`config.mk`:
```
export PLATFORM = sky130hd
export DESIGN_NAME = uart_tx
export DESIGN_NICKNAME = d
export VERILOG_FILES = /design/src/rtl/uart_tx.sv
export SDC_FILE = /design/constraint.sdc
export NUM_CORES = 1
export LEC_CHECK = 0
export ABC_CLOCK_PERIOD_IN_PS = 1560
export BUFFER_PORTS_ARGS = -buffer_cell sky130_fd_sc_hd__buf_2
export CAP_MARGIN = 15
export CORE_MARGIN = 2
export CORE_UTILIZATION = 50
export CTS_BUF_LIST = sky130_fd_sc_hd__clkbuf_8
export CTS_CLUSTER_SIZE = 10
export DETAILED_ROUTE_END_ITERATION = 10
export MAX_ROUTING_LAYER = met4
export PLACE_DENSITY = 0.73
export RECOVER_POWER = 50
export REMOVE_ABC_BUFFERS = 1
export SYNTH_ARGS = -nofsm -noshare
export SYNTH_HDL_FRONTEND = slang
export SYNTH_SLANG_ARGS = --single-unit
```
`constraint.sdc`:
```
create_clock -name clk -period 1.56 [get_ports clk]
set_clock_uncertainty 0.1 [all_clocks]
set_input_delay 0.312 -clock clk [delete_from_list [all_inputs] [get_ports clk]]
set_output_delay 0.312 -clock clk [all_outputs]
set_load 0.1 [all_outputs]
```
`src/rtl/uart_tx.sv`:
```
// UART transmitter: start bit, DBIT data bits LSB first, optional even parity, stop period.
// Paced by a 16x oversampling tick enable, so one bit lasts 16 ticks.
module uart_tx #(
  parameter int unsigned DBIT      = 8,
  parameter int unsigned SB_TICK   = 16,
  parameter int unsigned PARITY_EN = 0
) (
  input  logic       clk,
  input  logic       reset,
  input  logic       s_tick,
  input  logic       tx_start,
  input  logic [7:0] din,
  output logic       tx,
  output logic       tx_busy,
  output logic       tx_done_tick
);

  localparam int unsigned CNT_W  = 5;
  localparam int unsigned IDX_W  = 3;
  localparam int unsigned DATA_W = 8;

  localparam logic [CNT_W-1:0] BIT_LAST  = CNT_W'(15);
  localparam logic [CNT_W-1:0] STOP_LAST = CNT_W'(SB_TICK - 1);
  localparam logic [IDX_W-1:0] IDX_LAST  = IDX_W'(DBIT - 1);

  typedef enum logic [2:0] {
    IDLE,
    START,
    DATA,
    PARITY,
    STOP
  } state_t;

  state_t              state, state_next;
  logic [CNT_W-1:0]    s_cnt, s_cnt_next;
  logic [IDX_W-1:0]    n_cnt, n_cnt_next;
  logic [DATA_W-1:0]   b_reg, b_next;
  logic                p_reg, p_next;
  logic                tx_reg, tx_next;
  logic                busy_reg, busy_next;
  logic                done_reg, done_next;

  // State and datapath registers; reset abandons any frame and returns the line high.
  always_ff @(posedge clk or negedge reset) begin
    if (!reset) begin
      state    <= IDLE;
      s_cnt    <= '0;
      n_cnt    <= '0;
      b_reg    <= '0;
      p_reg    <= 1'b0;
      tx_reg   <= 1'b1;
      busy_reg <= 1'b0;
      done_reg <= 1'b0;
    end else begin
      state    <= state_next;
      s_cnt    <= s_cnt_next;
      n_cnt    <= n_cnt_next;
      b_reg    <= b_next;
      p_reg    <= p_next;
      tx_reg   <= tx_next;
      busy_reg <= busy_next;
      done_reg <= done_next;
    end
  end

  // Next-state logic; outputs are computed from the next state so they change with it.
  always_comb begin
    state_next = state;
    s_cnt_next = s_cnt;
    n_cnt_next = n_cnt;
    b_next     = b_reg;
    p_next     = p_reg;
    done_next  = 1'b0;

    case (state)
      IDLE: begin
        if (tx_start) begin
          b_next     = din;
          p_next     = 1'b0;
          s_cnt_next = '0;
          state_next = START;
        end
      end
      START: begin
        if (s_tick) begin
          if (s_cnt == BIT_LAST) begin
            s_cnt_next = '0;
            n_cnt_next = '0;
            state_next = DATA;
          end else begin
            s_cnt_next = s_cnt + CNT_W'(1);
          end
        end
      end
      DATA: begin
        if (s_tick) begin
          if (s_cnt == BIT_LAST) begin
            s_cnt_next = '0;
            p_next     = p_reg ^ b_reg[0];
            b_next     = {1'b0, b_reg[DATA_W-1:1]};
            if (n_cnt == IDX_LAST) begin
              state_next = (PARITY_EN != 0) ? PARITY : STOP;
            end else begin
              n_cnt_next = n_cnt + IDX_W'(1);
            end
          end else begin
            s_cnt_next = s_cnt + CNT_W'(1);
          end
        end
      end
      PARITY: begin
        if (s_tick) begin
          if (s_cnt == BIT_LAST) begin
            s_cnt_next = '0;
            state_next = STOP;
          end else begin
            s_cnt_next = s_cnt + CNT_W'(1);
          end
        end
      end
      STOP: begin
        if (s_tick) begin
          if (s_cnt == STOP_LAST) begin
            s_cnt_next = '0;
            done_next  = 1'b1;
            state_next = IDLE;
          end else begin
            s_cnt_next = s_cnt + CNT_W'(1);
          end
        end
      end
      default: state_next = IDLE;
    endcase

    case (state_next)
      START:   tx_next = 1'b0;
      DATA:    tx_next = b_next[0];
      PARITY:  tx_next = p_next;
      default: tx_next = 1'b1;
    endcase

    busy_next = (state_next != IDLE);
  end

  assign tx           = tx_reg;
  assign tx_busy      = busy_reg;
  assign tx_done_tick = done_reg;

endmodule

```
==> results of run 1 <==
## worst max-delay path, stage by stage (launching register included)
cell and delay (ns):
dfrtp_1 0.41, ha_4 0.18, nand4b_4 0.15, buf_4 0.19, nor3_1 0.17, nand2_1 0.14
mux2_4 0.28
## per-layer routing
layer / up-vias / global-route usage [%] / routed length (um)
met5: - / - / 0
met2: 23 / 40.2 / 1650
li1: 536 / - / -
met3: 6 / 3.33 / 66
met4: 0 / 10.0 / 46
met1: 564 / 28.3 / 1340
## final cells by class
cell class              count  area share (%)
clock inverters             1           0.279
inverters                   8            1.68
flip-flops and latches     23            32.3
well taps                  30            2.09
repair buffers             45            19.1
clock buffers               3            2.30
multi-input cells          86            42.2
## what timing repair did
action,in CTS,in global routing
pin swaps,14,14
gates cloned,0,0
gates resized for setup,22,18
setup buffers,4,1
hold endpoints to repair,22,0
hold buffers,1,0
endpoints found under the setup margin,20,18
## power groups by stage
| stage | clock network, mW | logic, mW | registers [mW] |
|---|---|---|---|
| 6_report | 0.370 | 1.50 | 1.04 |
| 5_1_grt | 0.413 | 1.62 | 1.06 |
| 4_1_cts | 0.379 | 1.35 | 1.03 |
| 3_5_place_dp | 0 | 1.20 | 1.00 |
| 3_3_place_gp | 0 | 1.14 | 0.994 |
| 2_1_floorplan | 0 | 0.549 | 1.13 |
## how the worst max path moves through the flow
stage,start,endpoint,slack (ns),cells after the start
after CTS,state[1]$_DFF_PN0_,s_cnt[2]$_DFFE_PN0P_,-0.14,5
after global placement,n_cnt[0]$_DFFE_PN0P_,tx_busy$_DFF_PN0_,-0.20,6
after global routing,s_cnt[0]$_DFFE_PN0P_,n_cnt[0]$_DFFE_PN0P_,-0.25,6
after floorplan,state[2]$_DFF_PN0_,tx$_DFF_PN1_,-0.52,4
final,s_cnt[0]$_DFFE_PN0P_,n_cnt[0]$_DFFE_PN0P_,-0.17,6
after detailed placement,n_cnt[0]$_DFFE_PN0P_,tx_busy$_DFF_PN0_,-0.26,6
## kinds of logic after synthesis
kind of cell / count (synthesis)
compound gates: 32
fa+ha+maj: 3
buf+inv: 12
flops: 23
mux: 1
simple gates: 50
## through the flow
step / total power, mW / instances
after global routing: 3.09 / 196
after floorplan: 1.68 / 117
final: 2.91 / 196
after detailed placement: 2.20 / 186
after global placement: 2.13 / 186
after CTS: 2.76 / 195
## cell usage after synthesis (2+ instances only)
master	number	share of area, %
dfrtp_1	22	44
nand2_1	18	5.4
inv_1	7	2.1
a22oi_1	6	3.6
nor2_1	5	1.5
o21ai_1	4	1.6
a22o_1	3	2.1
buf_2	3	1.2
ha_1	3	3.0
nor2b_1	3	1.5
o21ai_0	3	1.2
a211oi_2	2	2.0
a21oi_2	2	1.4
and2_1	2	1.0
and4b_1	2	1.6
nand2b_1	2	1.0
nand3_1	2	0.80
nor3_1	2	0.80
o211ai_1	2	1.2
==> flow_metrics.tcl, run 1 <==
set metrics [dict create \
    status "finished, violations left" \
    violations "negative setup slack" \
    die-area_mm2 0.00292 \
    synthAdderAreaFrac_pct 3.00 \
    pwr-share-seq_pct 35.7 \
    routabilityCongestion 0.830 \
    worstPathArrival_ns 1.78 \
    antenna_found_initial 0 \
    nets 182 \
    seq_area_frac_synth_pct 46.1 \
    min-delay-start "din[7]" \
    num_vias 1129 \
    timing.fmax_ghz 0.578 \
    drc 0 \
    fillers 159 \
    rows 18 \
    cts_tree "yes" \
    power.density_mw_per_mm2 1630 \
    multi_input_area_um2 756 \
    rsz0062_at_grt "yes" \
    required_ns 1.61 \
    port_buffers 14 \
    tightest_slew_ns 0.570 \
    grt_max_degree 24 \
    largest_reg_flops 8 \
    slew_headroom_pct 62.0 \
    dpl.hpwl_mm 2.08 \
    core_mm2 0.00243 \
    fin_ws_ns -0.170 \
    hold_violations 0 \
    tns_ns -1.73 \
    clock_latency_ns 0.26 \
    overflow 0 \
    whs_path_depth 3 \
    synth-xor-area-share_pct 0 \
    die_w_um 54 \
    cts_root_buffer "clkbuf_8" \
    synthMuxAreaShare_pct 0.901 \
    regArea_um2 579 \
    netSwitchingFraction_pct 39.5 \
    ir_worst_vdd_v 0.00146 \
    layout_commonest_cell "buf_4" \
    min_to "b_reg[7]$_DFFE_PN0P_" \
    initial_core_util_pct 51.4 \
    synth_area_mm2 0.00125 \
    final_util_pct 73.7 \
    pwr-share-comb_pct 51.6 \
    yosysWarnings 0 \
    antenna_cells 0 \
    fin_crit_sh_pct 111 \
    synth_edf_count 0 \
    drive_gt1_share_pct 53.0 \
    power.switching_mw 1.15 \
    synth.distinct_cells 47 \
    synth_top_family_by_area "simple AND/OR/NAND/NOR gates" \
    first_global_vias 1095 \
    p_int_mw 1.76 \
    cap_violations 0 \
    synthArstFlopShare_pct 100 \
    ys_ff_latch 23 \
    drt_iter0_markers 17 \
    synthSimpleGateAreaFrac_pct 25.6 \
    synthCells 121 \
    min_path_type "input port to flip-flop" \
    cellLeakagePower_nw 0.828 \
    r2r_slack_ns -0.17 \
    ff2ff_path_depth 6 \
    totalWireLength_mm 3.11 \
    clk_path_buf_depth 2 \
    grt_pass1_wl_mm 4.84 \
    detail_route.vias_per_cell 5.76 \
    r2r-end "n_cnt[0]$_DFFE_PN0P_" \
    slew_violations 0 \
    final_cell_mix "buf_4, dfrtp_1, nand2_1, buf_2, inv_1" \
    fin_crit_ns 1.73 \
    syn2layout_area_growth_pct 43.3 \
    critPathCaptureType "flip-flop" \
    clockPowerShare_pct 12.7 \
    htreeDepth 1 \
    fin_area_mm2 0.00179 \
    cp_max_fo 6 \
    worstSetupPathType "flip-flop to flip-flop" \
    cts_sinks 23 \
    grt_use_total_pct 23.8 \
    setup_viol 18 \
    ioPinCount 15 \
    numCtsBuffers 3 \
    synth_compound_area_share_pct 20.1 \
    worst_hold_slack_ns 0.164 \
    avgSynthCellArea_um2 10.3 \
    reg2reg_from "s_cnt[0]$_DFFE_PN0P_" \
    ant_nets 0 \
    start_kind "flip-flop" \
    synthFlopType "dfrtp_1" \
    placed_cell_area_mm2 0.00154 \
    place_ws_ns -0.255 \
    die_h_um 54 \
    post_drt_wl_per_cell_um 15.9 \
    first_pass_iters 4 \
    path_clk_slew_ns 0.08 \
]
Power figures use the tool's default switching activity.
==> inputs of run 2 (changes only) <==
--- a/config.mk
+++ b/config.mk
@@ -5,7 +5,6 @@
 export SDC_FILE = /design/constraint.sdc
 export NUM_CORES = 1
 export LEC_CHECK = 0
-export ABC_CLOCK_PERIOD_IN_PS = 1560
 export BUFFER_PORTS_ARGS = -buffer_cell sky130_fd_sc_hd__buf_2
 export CAP_MARGIN = 15
 export CORE_MARGIN = 2
@@ -17,6 +16,7 @@
 export PLACE_DENSITY = 0.73
 export RECOVER_POWER = 50
 export REMOVE_ABC_BUFFERS = 1
+export SETUP_SLACK_MARGIN = 0.5
 export SYNTH_ARGS = -nofsm -noshare
 export SYNTH_HDL_FRONTEND = slang
 export SYNTH_SLANG_ARGS = --single-unit
==> flow_metrics.tcl, run 2 (synthesis results as in run 1) <==
set metrics [dict create \
    clock_latency_ns 0.26 \
    path_buf_inv 0 \
    syn2layout_area_growth_pct 43.9 \
    cap_violations 0 \
    antenna_found_initial 0 \
    cts_root_buffer "clkbuf_8" \
    fin_ws_ns -0.154 \
    fillers 163 \
    layout_commonest_cell "buf_4" \
    regArea_um2 579 \
    required_ns 1.61 \
    path_clk_slew_ns 0.08 \
    fin_area_mm2 0.00180 \
    die-area_mm2 0.00292 \
    largest_reg_flops 8 \
    drt_iter0_markers 19 \
    routabilityCongestion 0.830 \
    first_pass_iters 4 \
    drive_gt1_share_pct 50.9 \
    ir_worst_vdd_v 0.00145 \
    setup_viol 17 \
    totalWireLength_mm 3.09 \
    rsz0062_at_grt "yes" \
    initial_core_util_pct 51.4 \
    die_h_um 54 \
    dpl.hpwl_mm 2.08 \
    fin_crit_ns 1.71 \
    first_global_vias 1136 \
    timing.fmax_ghz 0.584 \
    critPathCaptureType "flip-flop" \
    num_vias 1118 \
    multi_input_area_um2 752 \
    nets 181 \
    power_mw 2.89 \
    violations "negative setup slack" \
    worstPathArrival_ns 1.76 \
    power.density_mw_per_mm2 1610 \
    critPathSlowestCell "dfrtp_1" \
    clk_path_buf_depth 2 \
    fin_crit_sh_pct 110 \
    antenna_cells 0 \
    port_buffers 14 \
    worst_hold_slack_ns 0.166 \
    worstSetupPathType "flip-flop to flip-flop" \
    ant_nets 0 \
    cts_sinks 23 \
    slew_violations 0 \
    slew_headroom_pct 20.0 \
    grt_pass1_wl_mm 4.93 \
    drc 0 \
    final_cell_mix "buf_4, dfrtp_1, nand2_1, buf_2, inv_1" \
    status "finished, violations left" \
    cp_top_family "simple AND/OR/NAND/NOR gates" \
    placed_cell_area_mm2 0.00154 \
    hold_violations 0 \
    post_drt_wl_per_cell_um 15.8 \
    crit_chain "ha_4 -> and4b_1 -> nand2_1 -> a22o_1 -> or3_1" \
    tns_ns -1.42 \
    grt_max_degree 24 \
    cellLeakagePower_nw 0.818 \
    tightest_slew_ns 1.20 \
    cp_max_fo 3 \
    cpPeakStageDelay_ns 0.40 \
    htreeDepth 1 \
    overflow 0 \
    detail_route.vias_per_cell 5.73 \
    die_w_um 54 \
    rows 18 \
    cts_tree "yes" \
    start_kind "flip-flop" \
    min_path_type "input port to asynchronous set/reset pin" \
    grt_use_total_pct 24.3 \
    ioPinCount 15 \
    core_mm2 0.00243 \
    numCtsBuffers 3 \
]
run 2: changes by cell type in the layout (fill, tap and decap cells not counted), sizes merged:
| cell | change |
|---|---|
| dlygate4sd3 | -1 |
run 2: final cells by class:
class,count,area share (%)
tap,30,2.09
clock buffer,3,2.29
timing repair buffer,44,19.7
multi-input combinational,86,41.8
sequential,23,32.2
inverter,8,1.67
clock inverter,1,0.278
run 2: final timing paths:
kind,from,endpoint,slack (ns),cells after the start
min in group clk,din[7],b_reg[7]$_DFFE_PN0P_,0.17,3
worst max register to register,s_cnt[1]$_DFFE_PN0P_,tx_busy$_DFF_PN0_,-0.15,5
worst min-delay path,reset,tx_busy$_DFF_PN0_,0.17,1
max in group asynchronous,reset,state[1]$_DFF_PN0_,0.39,1
worst max-delay path,s_cnt[1]$_DFFE_PN0P_,tx_busy$_DFF_PN0_,-0.15,5
worst min register to register,b_reg[2]$_DFFE_PN0P_,b_reg[2]$_DFFE_PN0P_,0.40,2
run 2: per-layer routing:
| layer | vias up | routed length [um] | share of wire (%) | GRT usage, % |
|---|---|---|---|---|
| met5 | - | 0 | 0 | - |
| met2 | 27 | 1570 | 51 | 38.2 |
| met1 | 551 | 1330 | 43 | 28.1 |
| met4 | 0 | 99 | 3.2 | 16.7 |
| met3 | 12 | 85 | 2.8 | 4.44 |
| li1 | 528 | - | - | - |
run 2: metrics by stage:
stage               setup slack, ns  cells  utilization [%]
floorplan                    -0.518    117                -
global placement             -0.203    186             63.2
detailed placement           -0.255    186             63.2
CTS                          -0.142    194             71.6
global route                 -0.201    195             74.0
finish                       -0.154    195             74.0
run 2: worst register-to-register path, cell delays in order (launching register included):
cell and delay [ns]:
dfrtp_1 0.40, ha_4 0.18, and4b_1 0.25, nand2_1 0.10, a22o_1 0.23, or3_1 0.34
run 2: report_power, final:
| part | switching [mW] | internal (mW) |
|---|---|---|
| registers | 0.219 | 0.825 |
| clock network | 0.189 | 0.178 |
| logic | 0.724 | 0.754 |
run 2: timing repair:
item,4_1_cts,5_1_grt
resized for setup,31,14
gates cloned,0,0
endpoints found under the hold margin,22,22
pin swaps,17,3
buffers inserted,4,1
endpoints found under the setup margin,26,26
==> inputs of run 3 (changes only) <==
--- a/config.mk
+++ b/config.mk
@@ -9,7 +9,6 @@
 export CAP_MARGIN = 15
 export CORE_MARGIN = 2
 export CORE_UTILIZATION = 50
-export CTS_BUF_LIST = sky130_fd_sc_hd__clkbuf_8
 export CTS_CLUSTER_SIZE = 10
 export DETAILED_ROUTE_END_ITERATION = 10
 export MAX_ROUTING_LAYER = met4
==> flow_metrics.tcl, run 3 (synthesis results as in run 1) <==
set metrics [dict create \
    antenna_cells 0 \
    tns_ns -1.64 \
    status "finished, violations left" \
    placed_cell_area_mm2 0.00154 \
    initial_core_util_pct 51.4 \
    hold_violations 0 \
    clockPowerShare_pct 9.9 \
    syn2layout_area_growth_pct 45.9 \
    timing.fmax_ghz 0.581 \
    fin_area_mm2 0.00182 \
    grt.busiest_layer "met2" \
    cts_tree "yes" \
    largest_reg_flops 8 \
    port_buffers 14 \
    power.density_mw_per_mm2 1540 \
    cp_max_fo 3 \
    ant_nets 0 \
    worstPathArrival_ns 1.83 \
    first_global_vias 1108 \
    drt_iter0_markers 30 \
    min_path_type "input port to flip-flop" \
    pwr-share-comb_pct 53.1 \
    overflow 0 \
    slew_headroom_pct 62.4 \
    r2r-end "n_cnt[0]$_DFFE_PN0P_" \
    reg2reg_from "n_cnt[0]$_DFFE_PN0P_" \
    critical_path.endpoint "n_cnt[0]$_DFFE_PN0P_" \
    critPathCaptureType "flip-flop" \
    dpl.hpwl_mm 2.08 \
    htreeDepth 1 \
    fin_crit_sh_pct 110 \
    rsz0062_at_grt "yes" \
    required_ns 1.67 \
    die_w_um 54 \
    fin_ws_ns -0.161 \
    setup_viol 19 \
    start_kind "flip-flop" \
    power_mw 2.81 \
    ff2ff_path_depth 6 \
    nets 184 \
    path_clk_slew_ns 0.13 \
    pwr-share-seq_pct 36.9 \
    fin_cells 198 \
    post_drt_wl_per_cell_um 15.7 \
    crit_path_start "n_cnt[0]$_DFFE_PN0P_" \
    met1_usage_pct 28.6 \
    p_int_mw 1.68 \
    rows 18 \
    ioPinCount 15 \
    netSwitchingFraction_pct 40.0 \
    grt_pass1_wl_mm 4.84 \
    die_h_um 54 \
    detail_route.vias_per_cell 5.73 \
    cts_sinks 23 \
    cellLeakagePower_nw 0.839 \
    antenna_found_initial 0 \
    layout_commonest_cell "buf_4" \
    place_ws_ns -0.255 \
    numCtsBuffers 3 \
    drive_gt1_share_pct 53.6 \
    core_mm2 0.00243 \
    ir_worst_vdd_v 0.00137 \
    clock_latency_ns 0.31 \
    violations "negative setup slack" \
    first_pass_iters 4 \
    totalWireLength_mm 3.10 \
    tightest_slew_ns 0.564 \
    placedCellCount 186 \
    power.switching_mw 1.12 \
    r2r_slack_ns -0.16 \
    fillers 163 \
    worstSetupPathType "flip-flop to flip-flop" \
    num_vias 1135 \
    fin_crit_ns 1.72 \
    use_met3_pct 2.50 \
    slew_violations 0 \
    cap_violations 0 \
    cts_root_buffer "clkbuf_4" \
    final_cell_mix "buf_4, dfrtp_1, nand2_1, buf_2, inv_1" \
    routabilityCongestion 0.830 \
    die-area_mm2 0.00292 \
    clk_path_buf_depth 2 \
    drc 0 \
    grtUsageMet2_pct 41.1 \
    grt_max_degree 24 \
    grt_use_total_pct 23.6 \
]
## run 3: cell count changes in the layout (fill, tap and decap cells not counted), sizes merged
cell,change
buf,+2
dlygate4sd3,+1
## run 3: worst max-delay path: stages, from the launching register on
cell and delay [ns]:
dfrtp_1 0.40, ha_2 0.18, ha_2 0.18, buf_4 0.14, o21ai_0 0.20, nand2_1 0.14, mux2_4 0.28
## run 3: layer usage
metal  vias up  part of all wire [%]  routed length (um)
met5         -                     0                   0
met4         0                   1.4                  44
met3         6                   2.7                  84
met2        23                    54                1690
met1       570                    41                1290
li1        536                     -                   -
## run 3: final cells by class
cell class,count,area [um2],area share [%]
Tap cell,30,37.5,2.06
Inverter,8,30.0,1.65
Multi-Input combinational cell,86,754,41.4
Clock buffer,3,22.5,1.23
Clock inverter,1,5.00,0.274
Timing Repair Buffer,47,395,21.7
Sequential cell,23,579,31.8
## run 3: metrics by stage
step	util (%)	hold slack [ns]
after CTS	70.0	0.0976
after detailed placement	63.2	0.211
final	75.0	0.118
after global placement	63.2	0.206
after global routing	75.0	0.108
after floorplan	-	-0.0836
## run 3: power by group through the flow
stage,Sequential (mW),Combinational (mW),Clock (mW)
after floorplan,1.13,0.549,0
after global placement,0.994,1.14,0
after detailed placement,1.00,1.20,0
after CTS,1.02,1.35,0.290
after global routing,1.06,1.61,0.320
final,1.04,1.49,0.279
## run 3: how the worst min path moves through the flow
stage,from,endpoint,slack (ns),cells past startpoint
2_1_floorplan,reset,b_reg[0]$_DFF_PN0_,-0.08,0
3_3_place_gp,reset,tx_done_tick$_DFF_PN0_,0.21,1
3_5_place_dp,reset,tx_done_tick$_DFF_PN0_,0.21,1
4_1_cts,din[7],b_reg[7]$_DFFE_PN0P_,0.1,3
5_1_grt,din[3],b_reg[3]$_DFFE_PN0P_,0.11,3
6_report,din[7],b_reg[7]$_DFFE_PN0P_,0.12,3
## run 3: repair_timing
| item | in CTS | in global routing |
|---|---|---|
| endpoints found under the hold margin | 22 | 0 |
| setup endpoints to repair | 26 | 28 |
| pin swaps | 13 | 8 |
| cloned | 0 | 0 |
| hold buffers | 1 | 0 |
| gates resized for setup | 24 | 28 |
| setup buffers | 5 | 2 |
